`config.mk`:
```
export PLATFORM = sky130hd
export DESIGN_NAME = gate_truth_sequencer
export DESIGN_NICKNAME = d
export VERILOG_FILES = /design/src/rtl/gate_truth_sequencer.sv
export SDC_FILE = /design/constraint.sdc
export NUM_CORES = 1
export LEC_CHECK = 0
export BUFFER_PORTS_ARGS = -buffer_cell sky130_fd_sc_hd__buf_2
export CAP_MARGIN = 20
export CORE_MARGIN = 4
export CORE_UTILIZATION = 45
export DETAILED_ROUTE_END_ITERATION = 12
export PLACE_DENSITY = 0.68
export SYNTH_ARGS = -nofsm -noshare
export SYNTH_HDL_FRONTEND = slang
export SYNTH_SLANG_ARGS = --single-unit
```
`constraint.sdc`:
```
create_clock -name clk -period 1.5 [get_ports clk]
set_input_delay 0.075 -clock clk [delete_from_list [all_inputs] [get_ports clk]]
set_output_delay 0.075 -clock clk [all_outputs]
set_load 0.01 [all_outputs]
```
`src/rtl/gate_truth_sequencer.sv`:
```
// gate_truth_sequencer: sweeps every input vector of a single-output gate,
// waits a programmable settle time per vector, captures the output into a
// truth table and compares it against an expected table.
module gate_truth_sequencer #(
  parameter int                    N_IN     = 2,
  parameter int                    SETTLE   = 1,
  parameter logic [2**N_IN-1:0]    EXPECTED = 4'b1000
) (
  input  logic                 clk,
  input  logic                 rst,
  input  logic                 start,
  output logic [N_IN-1:0]      vec,
  input  logic                 gate_s,
  output logic                 busy,
  output logic                 done,
  output logic [2**N_IN-1:0]   table_out,
  output logic                 pass,
  output logic [N_IN-1:0]      fail_idx
);

  localparam int NV = 2**N_IN;
  // Counter only needs to reach SETTLE-1; keep at least one bit.
  localparam int CW = (SETTLE > 1) ? $clog2(SETTLE) : 1;

  typedef enum logic [1:0] {S_IDLE, S_WAIT, S_SAMPLE, S_DONE} state_t;

  state_t            state, state_n;
  logic [N_IN-1:0]   vec_n;
  logic [CW-1:0]     cnt, cnt_n;
  logic [NV-1:0]     tbl_n;
  logic [NV-1:0]     diff;
  logic              pass_n;
  logic [N_IN-1:0]   fidx_n;

  // Next-state and next-datapath values; everything defaults to hold.
  always_comb begin
    state_n = state;
    vec_n   = vec;
    cnt_n   = cnt;
    tbl_n   = table_out;
    pass_n  = pass;
    fidx_n  = fail_idx;
    diff    = '0;
    case (state)
      S_IDLE: begin
        if (start) begin
          state_n = S_WAIT;
          vec_n   = '0;
          cnt_n   = '0;
          tbl_n   = '0;
          pass_n  = 1'b0;
          fidx_n  = '0;
        end
      end
      S_WAIT: begin
        if (cnt == CW'(SETTLE - 1)) state_n = S_SAMPLE;
        else                        cnt_n   = cnt + 1'b1;
      end
      S_SAMPLE: begin
        tbl_n[vec] = gate_s;
        if (vec == '1) begin
          // Verdict uses the table including the bit captured on this edge.
          state_n = S_DONE;
          diff    = tbl_n ^ EXPECTED;
          // An X in diff fails the if, so unknown captures read as a miss.
          if (diff == '0) pass_n = 1'b1;
          else            pass_n = 1'b0;
          fidx_n = '0;
          for (int i = NV - 1; i >= 0; i--)
            if (diff[i]) fidx_n = N_IN'(i);
        end else begin
          vec_n   = vec + 1'b1;
          cnt_n   = '0;
          state_n = S_WAIT;
        end
      end
      S_DONE:  state_n = S_IDLE;
      default: state_n = S_IDLE;
    endcase
  end

  // State and all outputs are registered; busy/done follow the next state.
  always_ff @(posedge clk) begin
    if (rst) begin
      state     <= S_IDLE;
      vec       <= '0;
      cnt       <= '0;
      table_out <= '0;
      pass      <= 1'b0;
      fail_idx  <= '0;
      busy      <= 1'b0;
      done      <= 1'b0;
    end else begin
      state     <= state_n;
      vec       <= vec_n;
      cnt       <= cnt_n;
      table_out <= tbl_n;
      pass      <= pass_n;
      fail_idx  <= fidx_n;
      busy      <= (state_n != S_IDLE);
      done      <= (state_n == S_DONE);
    end
  end

endmodule

```
Yosys cells after proc, flatten, opt, wreduce, memory -nomap -nowiden

Index checks and enable logic that the tools add are counted.

Register bits: 14
Word-level logic and storage cells: 56

$add $sub $neg: 2
Magnitude comparators: 2
Eq/ne operators: 8
Multiplexer cells: 25
Bitwise logic cells: 1
Reductions and logical operators: 10

Operator list:

| kind                                                                  | count |
|---|---|
| 2-bit two-way mux                                                     | 10 |
| 3-bit AND reduction                                                   | 3 |
| 2-bit == test, second input constant                                  | 4 |
| 2-bit one-hot mux with 2 select lines                                 | 2 |
| 2-bit one-hot mux with 4 select lines                                 | 1 |
| 4-bit one-hot mux with 2 select lines                                 | 1 |
| 1-bit two-way mux                                                     | 6 |
| 2-bit != test, second input constant                                  | 3 |
| 4-bit bitwise mux                                                     | 1 |
| 4-bit zero test                                                       | 1 |
| 4-bit two-way mux                                                     | 1 |
| 2-bit nonzero test                                                    | 2 |
| 2-bit by 3-bit < comparator with 1-bit output, second input constant  | 1 |
| 1-bit one-hot mux with 3 select lines                                 | 1 |
| 3-bit nonzero test                                                    | 1 |
| 2-bit by 1-bit adder with 2-bit output, second input constant         | 1 |
| 1-bit demux with 2-bit select                                         | 1 |
| 2-bit by 1-bit == test with 1-bit output, second input constant       | 1 |
| 2-bit by 1-bit >= comparator with 1-bit output, second input constant | 1 |
| 2-bit zero test                                                       | 1 |
| 1-bit one-hot mux with 2 select lines                                 | 1 |
| 2-bit AND reduction                                                   | 1 |
| 1-bit adder, second input constant                                    | 1 |
| 1-bit logical AND                                                     | 1 |
| 1-bit NOT                                                             | 1 |

Longest topological paths before layout

Gate-level depths: netlist of the first run.

Word-level depth: 11
Mapped depth: 5
Gate-level depth less buffers: 5

Worst setup path before layout of the first run

Ideal clock, no wire load.

Path type: flip-flop to flip-flop
Start point: reg vec[0]
End point: reg fail_idx[0]
Library setup time: 0.128 ns
Arrival: 1.270 ns
Path slack: 0.102 ns
Cell stages (with the launch flop): 5
Period minus slack after synthesis: 1.398 ns
Cell sequence: dfxtp_1 -> ha_1 -> mux2_2 -> a31oi_1 -> o41ai_2

Longest elaborated chain between the ends: 11

Ends and longest elaborated chain:

| what                                                                                                                                         | line | RTL |
|---|---|---|
| start, declared                                                                                                                              | 12   | `output logic [N_IN-1:0] vec,` |
| start signal, assigned                                                                                                                       | 95   | `vec <= vec_n;` |
| 2-bit by 3-bit < comparator with 1-bit output (not written as such) / 2-bit by 1-bit >= comparator with 1-bit output (equally long branches) | 60   | `tbl_n[vec] = gate_s;` |
| 1-bit logical AND (not written as such)                                                                                                      | 60   |  |
| 1-bit two-way mux (not written as such)                                                                                                      | 60   |  |
| 1-bit demux with 2-bit select                                                                                                                | 60   |  |
| 4-bit bitwise mux                                                                                                                            | 60   |  |
| 2-bit two-way mux (4 in series)                                                                                                              | 70   | `if (diff[i]) fidx_n = N_IN'(i);` |
| 2-bit two-way mux                                                                                                                            | 61   | `if (vec == '1) begin` |
| 2-bit one-hot mux with 2 select lines                                                                                                        | 44   | `case (state)` |
| end signal, assigned                                                                                                                         | 99   | `fail_idx <= fidx_n;` |
| end, declared                                                                                                                                | 18   | `output logic [N_IN-1:0] fail_idx` |

Several ways; a longest one is shown, not always the timed one. The select of a mux whose other input is x is not followed.
A chain may end at the register's enable or synchronous reset.

Worst setup path in the final report of the first run

Start point: reg vec[1]
End point: reg fail_idx[0]

The elaborated chain is that of the path after synthesis.

==> results of run 1 <==
cell families after synthesis:
logic type / after synthesis / share of synthesized area (%)
flops: 13 / 35.62
mux: 2 / 3.424
simple gates: 26 / 21.92
fa+ha+maj: 5 / 8.562
compound gates: 24 / 22.78
buf+inv: 11 / 7.705
worst max-delay path: cells and delay by family (launching register included):
kind	cells	cell delay [ps]
multiplexers	1	380
flip-flops	1	350
adder cells (fa/ha/maj)	1	210
buffers and inverters	1	100
AO/OA/AOI/OAI	2	270
sequential cells by signal (all words and copies together), names as in the netlist:
name,flops
pass,1
vec,2
busy,1
fail_idx,2
state,2
table_out,4
done,1
final cells by class:
class,instances,share of cell area [%]
well taps,16,2.392
flip-flops and latches,13,31.24
multi-input cells,57,50.82
inverters,5,2.242
clock buffers,4,3.139
repair buffers,16,10.16
how the worst max path moves through the flow:
| stage | from | endpoint | slack (ps) | depth (start not counted) |
|---|---|---|---|---|
| 2_1_floorplan | vec[0] | fail_idx[0] | 100 | 4 |
| 3_3_place_gp | vec[0] | fail_idx[0] | 90 | 4 |
| 3_5_place_dp | vec[0] | fail_idx[0] | 70 | 4 |
| 4_1_cts | vec[0] | fail_idx[0] | 50 | 4 |
| 5_1_grt | vec[1] | fail_idx[0] | 10 | 5 |
| 6_report | vec[1] | fail_idx[0] | 80 | 5 |
where the power goes:
part	leakage, uW	internal, uW	switching [uW]
combinational	0.000224	26.5	36.4
sequential	0.000106	353	12.7
clock	0.0000150	103	113
per-layer routing:
layer | up-vias | track usage, % | part of all wire (%)
li1 | 315 | - | -
met1 | 272 | 21.06 | 50
met2 | 9 | 21.88 | 46
met3 | 2 | 3.321 | 3.6
met4 | 0 | 8.065 | 0.79
met5 | - | 0 | 0
cells in the mapped netlist:
cell / instances
a21oi_1: 6
a221o_1: 1
a221oi_1: 1
a22oi_1: 1
a311oi_1: 1
a31oi_1: 2
and2_1: 2
and2b_1: 1
and4bb_1: 1
buf_2: 3
buf_4: 1
buf_6: 1
clkbuf_1: 1
dfxtp_1: 13
ha_1: 5
inv_1: 5
mux2_2: 1
mux2i_2: 1
nand2_1: 5
nand2b_1: 4
nand2b_4: 1
nand3_1: 2
nand4b_1: 1
nor2_1: 3
nor2b_1: 2
nor3_1: 1
nor3b_1: 3
o2111ai_1: 1
o21ai_0: 3
o21ai_1: 4
o21bai_2: 1
o32ai_1: 2
o41ai_2: 1
through the flow:
stage               power (uW)  setup slack (ps)  cells
floorplan                418.7             101.9     81
finish                   644.3             79.06    111
global route             677.0             12.27    111
detailed placement       436.1             66.07    107
global placement         435.6             88.39    107
CTS                      646.6             52.71    111
==> metrics.yaml, run 1 <==
outcome: "completed"
slew_viol_final: 0
p_leak_uw: 0.0003451
synth_fp_nets: 90
syn_avg_cell_area_sq_um: 9.021
worstHoldStart: "gate_s"
cp_max_fo: 4
synth-seq-cells: 13
rr_endpoint: "fail_idx[0]"
first_global_vias: 575
synthesis.instances: 81
worst_slew_pin_slew_ps: 399.1
drive_above_1_share_pct: 29.47
portBuffers: 14
grt-ovfl-total: 0
yosysTopAreaCell: "dfxtp_1"
antenna_found_initial: 0
post_drt_via_cell_ratio: 5.387
final-setup-viol-count: 0
ff2ff_setup_slack_ps: 80
yosys_warnings: 0
placed_area_sq_um: 798.3
num_antenna_cells: 0
syn_to_final_growth_pct: 14.55
rsz0062_at_grt: "false"
synth.yosys.seq_area_share_pct: 35.62
final-seq-area_sq_um: 261.5
synth_area_sq_um: 730.7
slowest_delay_ps: 380
hp-class: "primary input to flip-flop"
ant_nets: 0
layout_common_cells: "14 x buf_2, 12 x dfxtp_1, 6 x a21oi_1"
crit_arrival_ps: 1570
placementRows: 14
r2r_start: "vec[1]"
slew_headroom_pct: 73.36
start_util_pct: 47.95
cp.required_ps: 1650
whs_path_depth: 3
yosysUniqueCellTypes: 33
finalCritPeriodShare_pct: 94.73
dieHeight_um: 48.30
htree_num_levels: 1
grt_start_max_net_pins: 15
hold_path_end: "table_out[2]"
finalHoldViolations: 0
worstSkewPairLatency_ps: 270
grtUsageTotal_pct: 15.24
dpl.hpwl_um: 1053
ios: 15
layout.nets: 105
power_density_nw_per_um2: 769.7
finalCriticalPeriod_ps: 1421
drcViolationCount: 0
synth_area_leaders: "dfxtp_1 36%, ha_1 8.6%, a21oi_1 4.1%"
cts_tree: "yes"
crit_chain: "inv_1, ha_1, mux2_2, a31oi_2, o41ai_2"
fin_area_sq_um: 837.1
cts_buffers: 3
clk_path_buf_depth: 2
drv_cap: 0
hold_buffers: 0
n_fill_cell: 153
ir_worst_vdd_mv: 0.3918
root_buffer: "clkbuf_4"
fmax_mhz: 703.8
clock_skew_ps: 4.771
final_common_cell: "buf_2"
slowest_stage: "mux2_2"
clock-sinks: 13
critPathLaunchType: "flip-flop"
drtIter0Drc: 9
cts_resized: 0
grt_pass1_wl_um: 2463
dieArea_sq_um: 2332
endpoint_kind: "flip-flop"
postRouteWirelength_um: 1513
vias: 598
cts_setup_buffers: 0
dr.pass1.iters: 4
die_width_um: 48.30
finalSetupTns_ps: 0
core-area_sq_um: 1524
rr_worst_depth: 5
holdWs_ps: 132.7
clk_pin_slew_ps: 80
multi_input_area_sq_um: 425.4
post-synth-top-area-fraction_pct: 35.62
crit_type: "flip-flop to flip-flop"
place_congestion: 0.7741
fin_util_pct: 54.93
wire_per_inst_um: 13.63
Note: power is estimated with default switching activity, not from simulation.
==> run 2: changes to the inputs <==
Settings changed: CORE_UTILIZATION 45 to 30, PLACE_DENSITY 0.68 to not set.
==> metrics.yaml, run 2 (same netlist as run 1, synthesis figures left out) <==
crit_arrival_ps: 1550
place_congestion: 0.6984
p_int_uw: 481.7
worstHoldStart: "rst"
die_width_um: 57.35
vias: 602
cp_max_fo: 4
first_global_vias: 572
pwr-share-clk_pct: 34.8
syn_to_final_growth_pct: 14.73
place_ws_ps: 40.84
power_density_nw_per_um2: 779.1
grtUsageTotal_pct: 10.62
crit_type: "flip-flop to flip-flop"
ant_nets: 0
core-area_sq_um: 2255
slew_viol_final: 0
slew_headroom_pct: 73.68
rsz0062_at_grt: "false"
finalHoldViolations: 0
htree_num_levels: 1
dieHeight_um: 57.35
power_switching_share_pct: 26.24
outcome: "completed"
root_buffer: "clkbuf_4"
ir_worst_vdd_mv: 0.3626
cts_buffers: 3
post_drt_via_cell_ratio: 4.934
cts_tree: "yes"
startpoint: "vec[1]"
drive_above_1_share_pct: 27.66
clk_pin_slew_ps: 80
power.switching_uw: 171.4
final_common_cell: "buf_2"
dieArea_sq_um: 3289
whs_path_depth: 2
critPathLaunchType: "flip-flop"
cts_setup_buffers: 0
final-setup-viol-count: 0
fmax_mhz: 725.2
p_seq_share_pct: 56.1
p_leak_uw: 0.0003395
postRouteWirelength_um: 1597
finalSetupTns_ps: 0
drv_cap: 0
wire_per_inst_um: 13.09
dpl.hpwl_um: 1126
grt_pass1_wl_um: 2622
power_frac_comb_pct: 9.2
r2r_start: "vec[1]"
worst_slew_pin_slew_ps: 394.3
dr.pass1.iters: 4
power_uw: 653.1
ios: 15
layout_setup_ws_ps: 121.1
worstSkewPairLatency_ps: 280
drcViolationCount: 0
rr_worst_depth: 5
layout_common_cells: "14 x buf_2, 12 x dfxtp_1, 6 x a21oi_1"
largest-register: "table_out"
antenna_found_initial: 0
clock_skew_ps: 2.424
num_antenna_cells: 0
clk_path_buf_depth: 2
grt_start_max_net_pins: 15
finalCriticalPeriod_ps: 1379
layout.nets: 104
grt-ovfl-total: 0
endpoint_kind: "flip-flop"
start_util_pct: 32.41
cp.required_ps: 1670
drtIter0Drc: 9
placementRows: 17
largest_register_ffs: 4
ff2ff_setup_slack_ps: 120
hp-class: "primary input to flip-flop"
portBuffers: 14
clock-sinks: 13
finalCritPeriodShare_pct: 91.92
[run 2: per-stage QoR]
step                      area, sq um  util, %  cells  hold WS (ps)
final                           838.3    37.18    122         116.0
after global routing            838.3    37.18    122         129.5
after CTS                       832.0    36.90    122         104.5
after detailed placement        805.8    35.74    118         411.5
after global placement          805.8    35.74    118         414.5
after floorplan                 730.7        -     81         191.3
[run 2: critical path: stages, from the launching register on]
cell and delay [ps]:
dfxtp_1 400, inv_1 80, ha_1 210, mux2_2 290, a31oi_1 190, o41ai_2 90
[run 2: routing by layer]
layer,up-vias,global-route usage [%],share of wire (%)
li1,314,-,-
met1,268,12.74,44
met4,0,8.940,3.8
met2,15,15.97,48
met5,-,0,0
met3,5,2.262,3.9
[run 2: power groups by stage]
stage	Clock (uW)	Combinational, uW	Sequential, uW
2_1_floorplan	0	50.4	368
3_5_place_dp	0	59.8	374
3_3_place_gp	0	60.6	373
5_1_grt	254	67.0	369
4_1_cts	237	60.4	366
6_report	227	59.8	366
[run 2: final cells by class]
cell class / count / area [sq um]
fillers: 255 / 1416
flip-flops and latches: 13 / 261.5
inverters: 5 / 18.77
multi-input cells: 57 / 419.2
well taps: 28 / 35.03
clock buffers: 4 / 26.28
repair buffers: 15 / 77.57
[run 2: repair_timing]
action                                  4_1_cts  5_1_grt
endpoints found under the setup margin        0        3
gates resized for setup                       0        3
hold buffers                                  0        0
[run 2: final timing paths]
check | endpoint
max | fail_idx[0]
min | state[0]
max reg2reg | fail_idx[0]
min reg2reg | pass
